### config.mk
export PLATFORM = sky130hd
export DESIGN_NAME = mw_stage_mc
export DESIGN_NICKNAME = d
export VERILOG_FILES = /design/src/rtl/mw_stage_mc.sv
export SDC_FILE = /design/constraint.sdc
export NUM_CORES = 1
export LEC_CHECK = 0
export ABC_AREA = 1
export BUFFER_PORTS_ARGS = -buffer_cell sky130_fd_sc_hd__buf_2
export CORE_MARGIN = 2
export CORE_UTILIZATION = 35
export DETAILED_ROUTE_END_ITERATION = 10
export PLACE_DENSITY_LB_ADDON = 0.05
export SLEW_MARGIN = 15
export SYNTH_ARGS = -nofsm -noshare
export SYNTH_HDL_FRONTEND = slang
export SYNTH_SLANG_ARGS = --single-unit
### constraint.sdc
create_clock -name clk -period 3.95 [get_ports clk]
set_input_delay 0.79 -clock clk [delete_from_list [all_inputs] [get_ports clk]]
set_output_delay 0.79 -clock clk [all_outputs]
set_load 0.005 [all_outputs]
### src/rtl/mw_stage_mc.sv
// mw_stage_mc -- merged memory/writeback pipeline stage with a multi-cycle
// data-memory handshake.
//
// Captures the E-stage bundle, checks access alignment, issues one memory
// request per aligned load/store and holds it until mem_ack or a timeout.
// The pipeline is stalled through mem_busy while the request is outstanding.
// Load data is aligned and sign/zero-extended when the ack arrives.
//
// Ports
//   clk, rst_n             clock, synchronous active-low reset
//   en, clear              stage enable / flush (bubble) from the hazard unit
//   *_e                    E-stage data and control inputs
//   *_mw                   registered stage outputs and exception flags
//   load_data_mw           aligned, extended load result (valid in DONE)
//   mem_busy               stall request, combinational
//   mem_req/addr/we/wdata  memory request, held stable while waiting
//   mem_rdata, mem_ack     memory response, valid for one cycle
module mw_stage_mc #(
  parameter int ADDR_W  = 30,
  parameter int TIMEOUT = 15
) (
  input  logic              clk,
  input  logic              rst_n,
  input  logic              en,
  input  logic              clear,
  input  logic [31:0]       alu_out_e,
  input  logic [31:0]       store_data_e,
  input  logic [4:0]        rd_e,
  input  logic [31:0]       pc_e,
  input  logic              reg_write_e,
  input  logic              mem_to_reg_e,
  input  logic              load_npc_e,
  input  logic [3:0]        mem_write_e,
  input  logic [2:0]        load_type_e,
  output logic [31:0]       alu_out_mw,
  output logic [31:0]       pc_mw,
  output logic [4:0]        rd_mw,
  output logic              reg_write_mw,
  output logic              mem_to_reg_mw,
  output logic              load_npc_mw,
  output logic [31:0]       load_data_mw,
  output logic              mem_busy,
  output logic              misalign_mw,
  output logic              bus_err_mw,
  output logic              mem_req,
  output logic [ADDR_W-1:0] mem_addr,
  output logic [3:0]        mem_we,
  output logic [31:0]       mem_wdata,
  input  logic [31:0]       mem_rdata,
  input  logic              mem_ack
);

  typedef enum logic [1:0] {
    S_IDLE,
    S_WAIT,
    S_DONE
  } state_t;

  localparam logic [2:0] LT_LB  = 3'd1;
  localparam logic [2:0] LT_LH  = 3'd2;
  localparam logic [2:0] LT_LW  = 3'd3;
  localparam logic [2:0] LT_LBU = 3'd4;
  localparam logic [2:0] LT_LHU = 3'd5;

  localparam logic [7:0] CNT_LAST = 8'(TIMEOUT - 1);

  state_t      state_q, state_d;

  logic [31:0] alu_q, sd_q, pc_q, ld_q;
  logic [4:0]  rd_q;
  logic        rw_q, m2r_q, npc_q;
  logic [3:0]  mw_q;
  logic [2:0]  lt_q;
  logic        misalign_q, bus_err_q;
  logic [7:0]  cnt_q;

  // ---------------------------------------------------------------------------
  // E-stage decode: access kind and alignment of the incoming instruction
  // ---------------------------------------------------------------------------
  logic is_load_e, is_store_e, word_e, half_e, misalign_e, access_e;

  assign is_load_e  = (load_type_e >= LT_LB) && (load_type_e <= LT_LHU);
  assign is_store_e = (mem_write_e != 4'b0000);
  assign word_e     = (load_type_e == LT_LW) || (mem_write_e == 4'b1111);
  assign half_e     = (load_type_e == LT_LH) || (load_type_e == LT_LHU) ||
                      (mem_write_e == 4'b0011);
  assign misalign_e = (word_e && (alu_out_e[1:0] != 2'b00)) ||
                      (half_e && alu_out_e[0]);
  assign access_e   = is_load_e || is_store_e;

  // A transaction in flight is never abandoned, so en/clear are ignored in WAIT.
  logic capture;
  assign capture = en && (state_q != S_WAIT);

  logic timeout_hit;
  assign timeout_hit = (state_q == S_WAIT) && !mem_ack && (cnt_q == CNT_LAST);

  // ---------------------------------------------------------------------------
  // FSM
  // ---------------------------------------------------------------------------
  // NOTE: sequential state uses non-blocking assignments so every register
  // samples pre-edge values regardless of process ordering.
  always_ff @(posedge clk) begin
    if (!rst_n) state_q <= S_IDLE;
    else        state_q <= state_d;
  end

  // NOTE: every combinational output gets a default first, so no path can
  // leave it unassigned and infer a latch.
  always_comb begin
    state_d  = state_q;
    mem_req  = 1'b0;
    mem_busy = 1'b0;
    unique case (state_q)
      S_IDLE, S_DONE: begin
        if (capture) begin
          if (!clear && access_e && !misalign_e) state_d = S_WAIT;
          else                                   state_d = S_IDLE;
        end
      end
      S_WAIT: begin
        mem_req  = 1'b1;
        mem_busy = !mem_ack;
        if (mem_ack || timeout_hit) state_d = S_DONE;
      end
      default: state_d = S_IDLE;
    endcase
  end

  // ---------------------------------------------------------------------------
  // Load alignment and extension of the returning word
  // ---------------------------------------------------------------------------
  logic [1:0]  off;
  logic [31:0] rdata_sh;
  logic [7:0]  rd_byte;
  logic [15:0] rd_half;
  logic [31:0] load_ext;

  assign off      = alu_q[1:0];
  assign rdata_sh = mem_rdata >> {off, 3'b000};
  assign rd_byte  = rdata_sh[7:0];
  assign rd_half  = off[1] ? mem_rdata[31:16] : mem_rdata[15:0];

  always_comb begin
    load_ext = 32'h0;
    unique case (lt_q)
      LT_LB:   load_ext = {{24{rd_byte[7]}}, rd_byte};
      LT_LH:   load_ext = {{16{rd_half[15]}}, rd_half};
      LT_LW:   load_ext = mem_rdata;
      LT_LBU:  load_ext = {24'h0, rd_byte};
      LT_LHU:  load_ext = {16'h0, rd_half};
      default: load_ext = 32'h0;
    endcase
  end

  // ---------------------------------------------------------------------------
  // Stage registers, wait counter and response latch
  // ---------------------------------------------------------------------------
  // NOTE: every register here is plain flop state (no memory arrays), and all
  // of it is reset because the outputs are required to read zero in reset.
  always_ff @(posedge clk) begin
    if (!rst_n) begin
      alu_q      <= '0;
      sd_q       <= '0;
      pc_q       <= '0;
      rd_q       <= '0;
      rw_q       <= 1'b0;
      m2r_q      <= 1'b0;
      npc_q      <= 1'b0;
      mw_q       <= '0;
      lt_q       <= '0;
      misalign_q <= 1'b0;
      bus_err_q  <= 1'b0;
      ld_q       <= '0;
      cnt_q      <= '0;
    end else if (capture) begin
      if (clear) begin
        alu_q      <= '0;
        sd_q       <= '0;
        pc_q       <= '0;
        rd_q       <= '0;
        rw_q       <= 1'b0;
        m2r_q      <= 1'b0;
        npc_q      <= 1'b0;
        mw_q       <= '0;
        lt_q       <= '0;
        misalign_q <= 1'b0;
      end else begin
        alu_q      <= alu_out_e;
        sd_q       <= store_data_e;
        pc_q       <= pc_e;
        rd_q       <= rd_e;
        rw_q       <= reg_write_e;
        m2r_q      <= mem_to_reg_e;
        npc_q      <= load_npc_e;
        mw_q       <= mem_write_e;
        lt_q       <= load_type_e;
        misalign_q <= misalign_e;
      end
      bus_err_q <= 1'b0;
      ld_q      <= '0;
      cnt_q     <= '0;
    end else if (state_q == S_WAIT) begin
      if (mem_ack) begin
        ld_q <= load_ext;
      end else if (timeout_hit) begin
        bus_err_q <= 1'b1;
        ld_q      <= '0;
      end else begin
        cnt_q <= cnt_q + 8'd1;
      end
    end
  end

  // ---------------------------------------------------------------------------
  // Outputs
  // ---------------------------------------------------------------------------
  logic [7:0] we_wide;
  assign we_wide = {4'b0000, mw_q} << off;

  assign mem_addr  = mem_req ? alu_q[ADDR_W+1:2] : '0;
  assign mem_we    = mem_req ? we_wide[3:0] : 4'b0000;
  assign mem_wdata = mem_req ? (sd_q << {off, 3'b000}) : 32'h0;

  assign alu_out_mw    = alu_q;
  assign pc_mw         = pc_q;
  assign rd_mw         = rd_q;
  assign mem_to_reg_mw = m2r_q;
  assign load_npc_mw   = npc_q;
  assign misalign_mw   = misalign_q;
  assign bus_err_mw    = bus_err_q;
  // A faulting instruction must not retire a register write.
  assign reg_write_mw  = rw_q && !misalign_q && !bus_err_q;
  assign load_data_mw  = (state_q == S_DONE) ? ld_q : 32'h0;

endmodule

### Word level (Yosys, flattened, before mapping)

Index checks and enable logic that the tools add are counted.
W data, S select, Z words.

* register bits after elaboration: 155
* latch bits: 0
* memory bits (writable): 0
* memory bits (read-only): 0
* input bits: 148
* output and inout bits: 174
* word-level logic and storage cells: 94
* memories kept: 0

* add/sub/neg operators: 1
* $mul: 0
* divide/modulo/power cells: 0
* order comparisons: 2
* eq/ne operators: 16
* shift operators: 3
* muxes and demuxes: 24
* bitwise gates (word level): 3
* reduce and logical (&&, ||, !) cells: 31

Operator list (count)
* $mux W32: 7
* $pmux W32 S5: 1
* $shl A32 B5 Y32: 1
* $shr A32 B5 Y8: 1
* $mux W30: 1
* $mux W16: 1
* $eq A3 B2 Y1 const B: 4
* $logic_and A1 B1 Y1: 10
* $eq A3 B3 Y1 const B: 3
* $add A8 B1 Y8 const B: 1
* $eq A8 B4 Y1 const B: 1
* $mux W4: 2
* $mux W1: 7
* $logic_or A1 B1 Y1: 6
* $reduce_and A3 Y1: 2
* $logic_not A1 Y1: 5
* $mux W5: 1
* $eq A4 B2 Y1 const B: 1
* $eq A4 B4 Y1 const B: 1
* $mux W2: 2
* $ne A2 B1 Y1 const B: 2
* $pmux W2 S2: 1
* $reduce_and A2 Y1: 2
* $reduce_bool A2 Y1: 2
* other kinds (12): 15

### Depth between registers and ports, before layout

* depth in word-level cells: 10
* depth in mapped cells: 11
* depth with buffers taken out: 10

### Worst setup path before layout

No wires, ideal clock.

* path type: register to output
* start: reg alu_q[1], in the netlist alu_out_mw[1]
* end: out mem_wdata[30]
* arrival: 1228 ps
* data required time: 3160 ps
* setup slack: 1932 ps
* stages on the path, launching flop included: 6
* buffers on the path: 3
* cells stage by stage: dfxtp_1 > buf_6 > buf_2 > nand2_1 > clkbuf_1 > o22ai_1

* longest elaborated chain between the ends: 2

Ends and longest elaborated chain
* start, declared: RTL line 69 `logic [31:0] alu_q, sd_q, pc_q, ld_q;`
* start signal, assigned: RTL line 189 `alu_q <= alu_out_e;`
* $shl A32 B5 Y32: RTL line 223 `assign mem_wdata = mem_req ? (sd_q << {off, 3'b000}) : 32'h0;`
* $mux W32: RTL line 223
* end, declared: RTL line 48 `output logic [31:0] mem_wdata,`

Every way passes these cells.

### Worst setup path after layout

* start: reg alu_q[1], in the netlist alu_out_mw[1]
* end: out mem_wdata[16]

The elaborated chain is that of the path after synthesis.

==> impl_metrics.env <==
export IMPL_cts_hold_buffers=0
export IMPL_reg2reg_slack_ns=1.55
export IMPL_die_w_um=147.6
export IMPL_ant_nets=0
export IMPL_slowest_stage="nand2_1"
export IMPL_min_path_cells=2
export IMPL_htreeDepth=4
export IMPL_core_um2=20230
export IMPL_cts_buffers=17
export IMPL_cp_max_fo=36
export IMPL_dr_first_iter_drc_count=331
export IMPL_area_delta_synth_final_pct=32.25
export IMPL_grt_max_degree=103
export IMPL_num_vias=7569
export IMPL_synth_area_per_cell_um2=6.812
export IMPL_root_buffer="clkbuf_16"
export IMPL_cp_cell_sequence="buf_4, inv_4, nand2_1, o22ai_1, buf_2"
export IMPL_syn_nets=1210
export IMPL_clock_fmax_mhz=321.3
export IMPL_cts_setup_buffers=0
export IMPL_cts_reportedPaths_clkPinSlew_ns=0.07
export IMPL_post_route_util_pct=47.19
export IMPL_maxSlewHeadroom_pct=26.96
export IMPL_die_area_um2=21800
export IMPL_skew_ns=0.009809
export IMPL_nets=1494
export IMPL_timing_final_crit_share_pct=78.81
export IMPL_yosysUniqueCellTypes=30
export IMPL_start_kind="register"
export IMPL_synthesis_area_um2=7221
export IMPL_dr_pass1_iters=5
export IMPL_path_depth=5
export IMPL_yosysSeqAreaShare_pct=42.97
export IMPL_dp_cells=1595
export IMPL_met3_usage_pct=7.037
export IMPL_period_minus_slack_ns=3.113
export IMPL_maxCapViolations=0
export IMPL_rsz0062_at_grt="no"
export IMPL_numPortBuffers=321
export IMPL_crit_required_ns=3.16
export IMPL_slowest_delay_ns=0.81
export IMPL_wl_um=24890
export IMPL_core_rowCount=52
export IMPL_cts_resized_gates=0
export IMPL_finish_instance_area_um2=9549
export IMPL_finalSetupViolCount=0
export IMPL_wire_per_inst_um=15.24
export IMPL_antenna_found_initial=8
export IMPL_power_mw=3.696
export IMPL_dp_hpwl_um=18190
export IMPL_powerDensity_nw_per_um2=387.0
export IMPL_grt_use_total_pct=22.49
export IMPL_timing_final_ws_setup_ns=0.8372
export IMPL_initial_core_util_pct=35.69
export IMPL_finalNonFillerCells=1633
export IMPL_hp_class="register to register"
export IMPL_busiest_layer="met2"
export IMPL_tightest_slew_ns=1.093
export IMPL_clk_latency_ns=0.42
export IMPL_p_leak_nw=4.580
export IMPL_grt_pass1_vias=7268
export IMPL_avgViaCountPerCell=4.635
export IMPL_dpl_cell_area_um2=8935
export IMPL_cts_tree="yes"
export IMPL_fill_cells=2172
export IMPL_grt_pass1_wl_um=38710
export IMPL_clock_sinks=155
export IMPL_tns_ns=0
export IMPL_use_met1_pct=27.38
export IMPL_hold_violations=0
export IMPL_worstSetupEndpointType="output pin"
export IMPL_crit_type="register to output pin"
export IMPL_crit_arrival_ns=2.32
export IMPL_reg2regPathDepth=7
export IMPL_place_gp_congestion=0.8496
export IMPL_hold_ws_ns=0.4609
export IMPL_crit_buf_inv=3
export IMPL_num_io_pins=322
export IMPL_grt_overflow=0
export IMPL_synth_cells=1060
export IMPL_status="completed"
export IMPL_synth_seq_cells=155
export IMPL_place_ws_ns=1.258
export IMPL_ctsLongestPathBuffers=2
export IMPL_grt_use_met2_pct=37.81
export IMPL_finalMaxSlewViolations=0
export IMPL_drc=0
export IMPL_drive_gt1_share_pct=27.86
export IMPL_ir_worst_vdd_uv=331.7
export IMPL_synth_warnings=0
export IMPL_crit_family="simple AND/OR/NAND/NOR gates"
export IMPL_die_h_um=147.6
cell usage in the layout, fill, tap and decap left out, types with 5 or more instances in the layout:
cell type	Yosys	final
buf_2	24	321
nand2_1	250	249
dfxtp_1	155	154
inv_1	146	146
nor2_1	144	144
o21ai_0	85	85
a21oi_1	58	58
a22o_1	43	43
nand3_1	43	42
o22ai_1	22	22
o21ai_1	18	18
clkbuf_16	0	17
diode_2	0	6
inv_2	6	5
nand2_2	4	5
cell type report:
cell class                      instances  area, um^2  share of cell area [%]
Antenna cell                            6       15.01                  0.1572
Clock buffer                           19       432.9                   4.534
Clock inverter                         13       158.9                   1.664
Inverter                              154       581.8                   6.093
Multi-Input combinational cell        689        3242                   33.95
Sequential cell                       155        3104                   32.51
Tap cell                              270       337.8                   3.538
Timing Repair Buffer                  327        1677                   17.56
worst register-to-register path, cell delays in order (launching register included):
cell	delay, ns
dfxtp_2	0.69
clkinv_1	0.63
nand2_1	0.21
nand2_1	0.09
nand2_2	0.35
nand2_1	0.14
nand2_1	0.10
a21oi_1	0.06
cells by family (layout without fill, tap and decap cells):
| logic type | after synthesis | after routing | share of synthesized area, % |
|---|---|---|---|
| adders and majority gates | 2 | 2 | 0.3465 |
| and+or+nand+nor | 453 | 453 | 25.13 |
| DFF | 155 | 155 | 42.97 |
| other | 0 | 6 | 0 |
| buffers and inverters | 216 | 513 | 12.30 |
| AOI/OAI and AO/OA | 228 | 228 | 18.52 |
| xor gates and xnor gates | 6 | 6 | 0.7279 |
final timing paths:
| kind | from | to |
|---|---|---|
| hold reg to reg | pc_mw[8] | pc_mw[8] |
| hold / removal | pc_mw[8] | pc_mw[8] |
| setup reg to reg | alu_out_mw[0] | ld_q[22] |
| setup / recovery | alu_out_mw[1] | mem_wdata[16] |
metal layers:
layer | routed length (um) | vias up | share of wire, %
li1 | - | 3920 | -
met1 | 10620 | 3407 | 43
met2 | 12170 | 215 | 49
met3 | 1713 | 23 | 6.9
met4 | 357 | 4 | 1.4
met5 | 27 | - | 0.11
sequential cells by signal, summed over array words and instances, names as in the netlist, 2 cells and up:
signal,flops
lt_q,3
ld_q,32
alu_out_mw,32
rd_mw,5
mw_q,4
pc_mw,32
state_q,2
sd_q,32
cnt_q,8
power by group:
part | switching [mW] | internal, mW | leakage, nW
combinational | 0.232 | 0.148 | 3.03
clock | 0.717 | 0.954 | 0.294
sequential | 0.0314 | 1.61 | 1.26
cells in the mapped netlist:
master    instances  area (um^2)
a21oi_1          58        290.3
a21oi_2           1        8.760
a22o_1           43        376.6
a31o_1            1        8.760
buf_1             1        3.750
buf_2            24        120.1
buf_4            10        75.07
buf_6             1        11.26
clkbuf_1         26        97.59
clkinv_1          1        3.750
dfxtp_1         155         3103
ha_1              2        25.02
inv_1           146        548.0
inv_2             6        22.52
inv_4             1        6.260
nand2_1         250        938.4
nand2_2           4        25.02
nand2_4           1        11.26
nand3_1          43        215.2
nand3_2           1        10.01
nand4_1           3        18.77
nor2_1          144        540.5
nor2_2            1        6.260
nor2_4            3        33.78
nor3_1            3        15.01
o21ai_0          85        425.4
o21ai_1          18        90.09
o22ai_1          22        137.6
xnor2_1           3        26.28
xor2_1            3        26.28
Power figures use the tool's default switching activity.
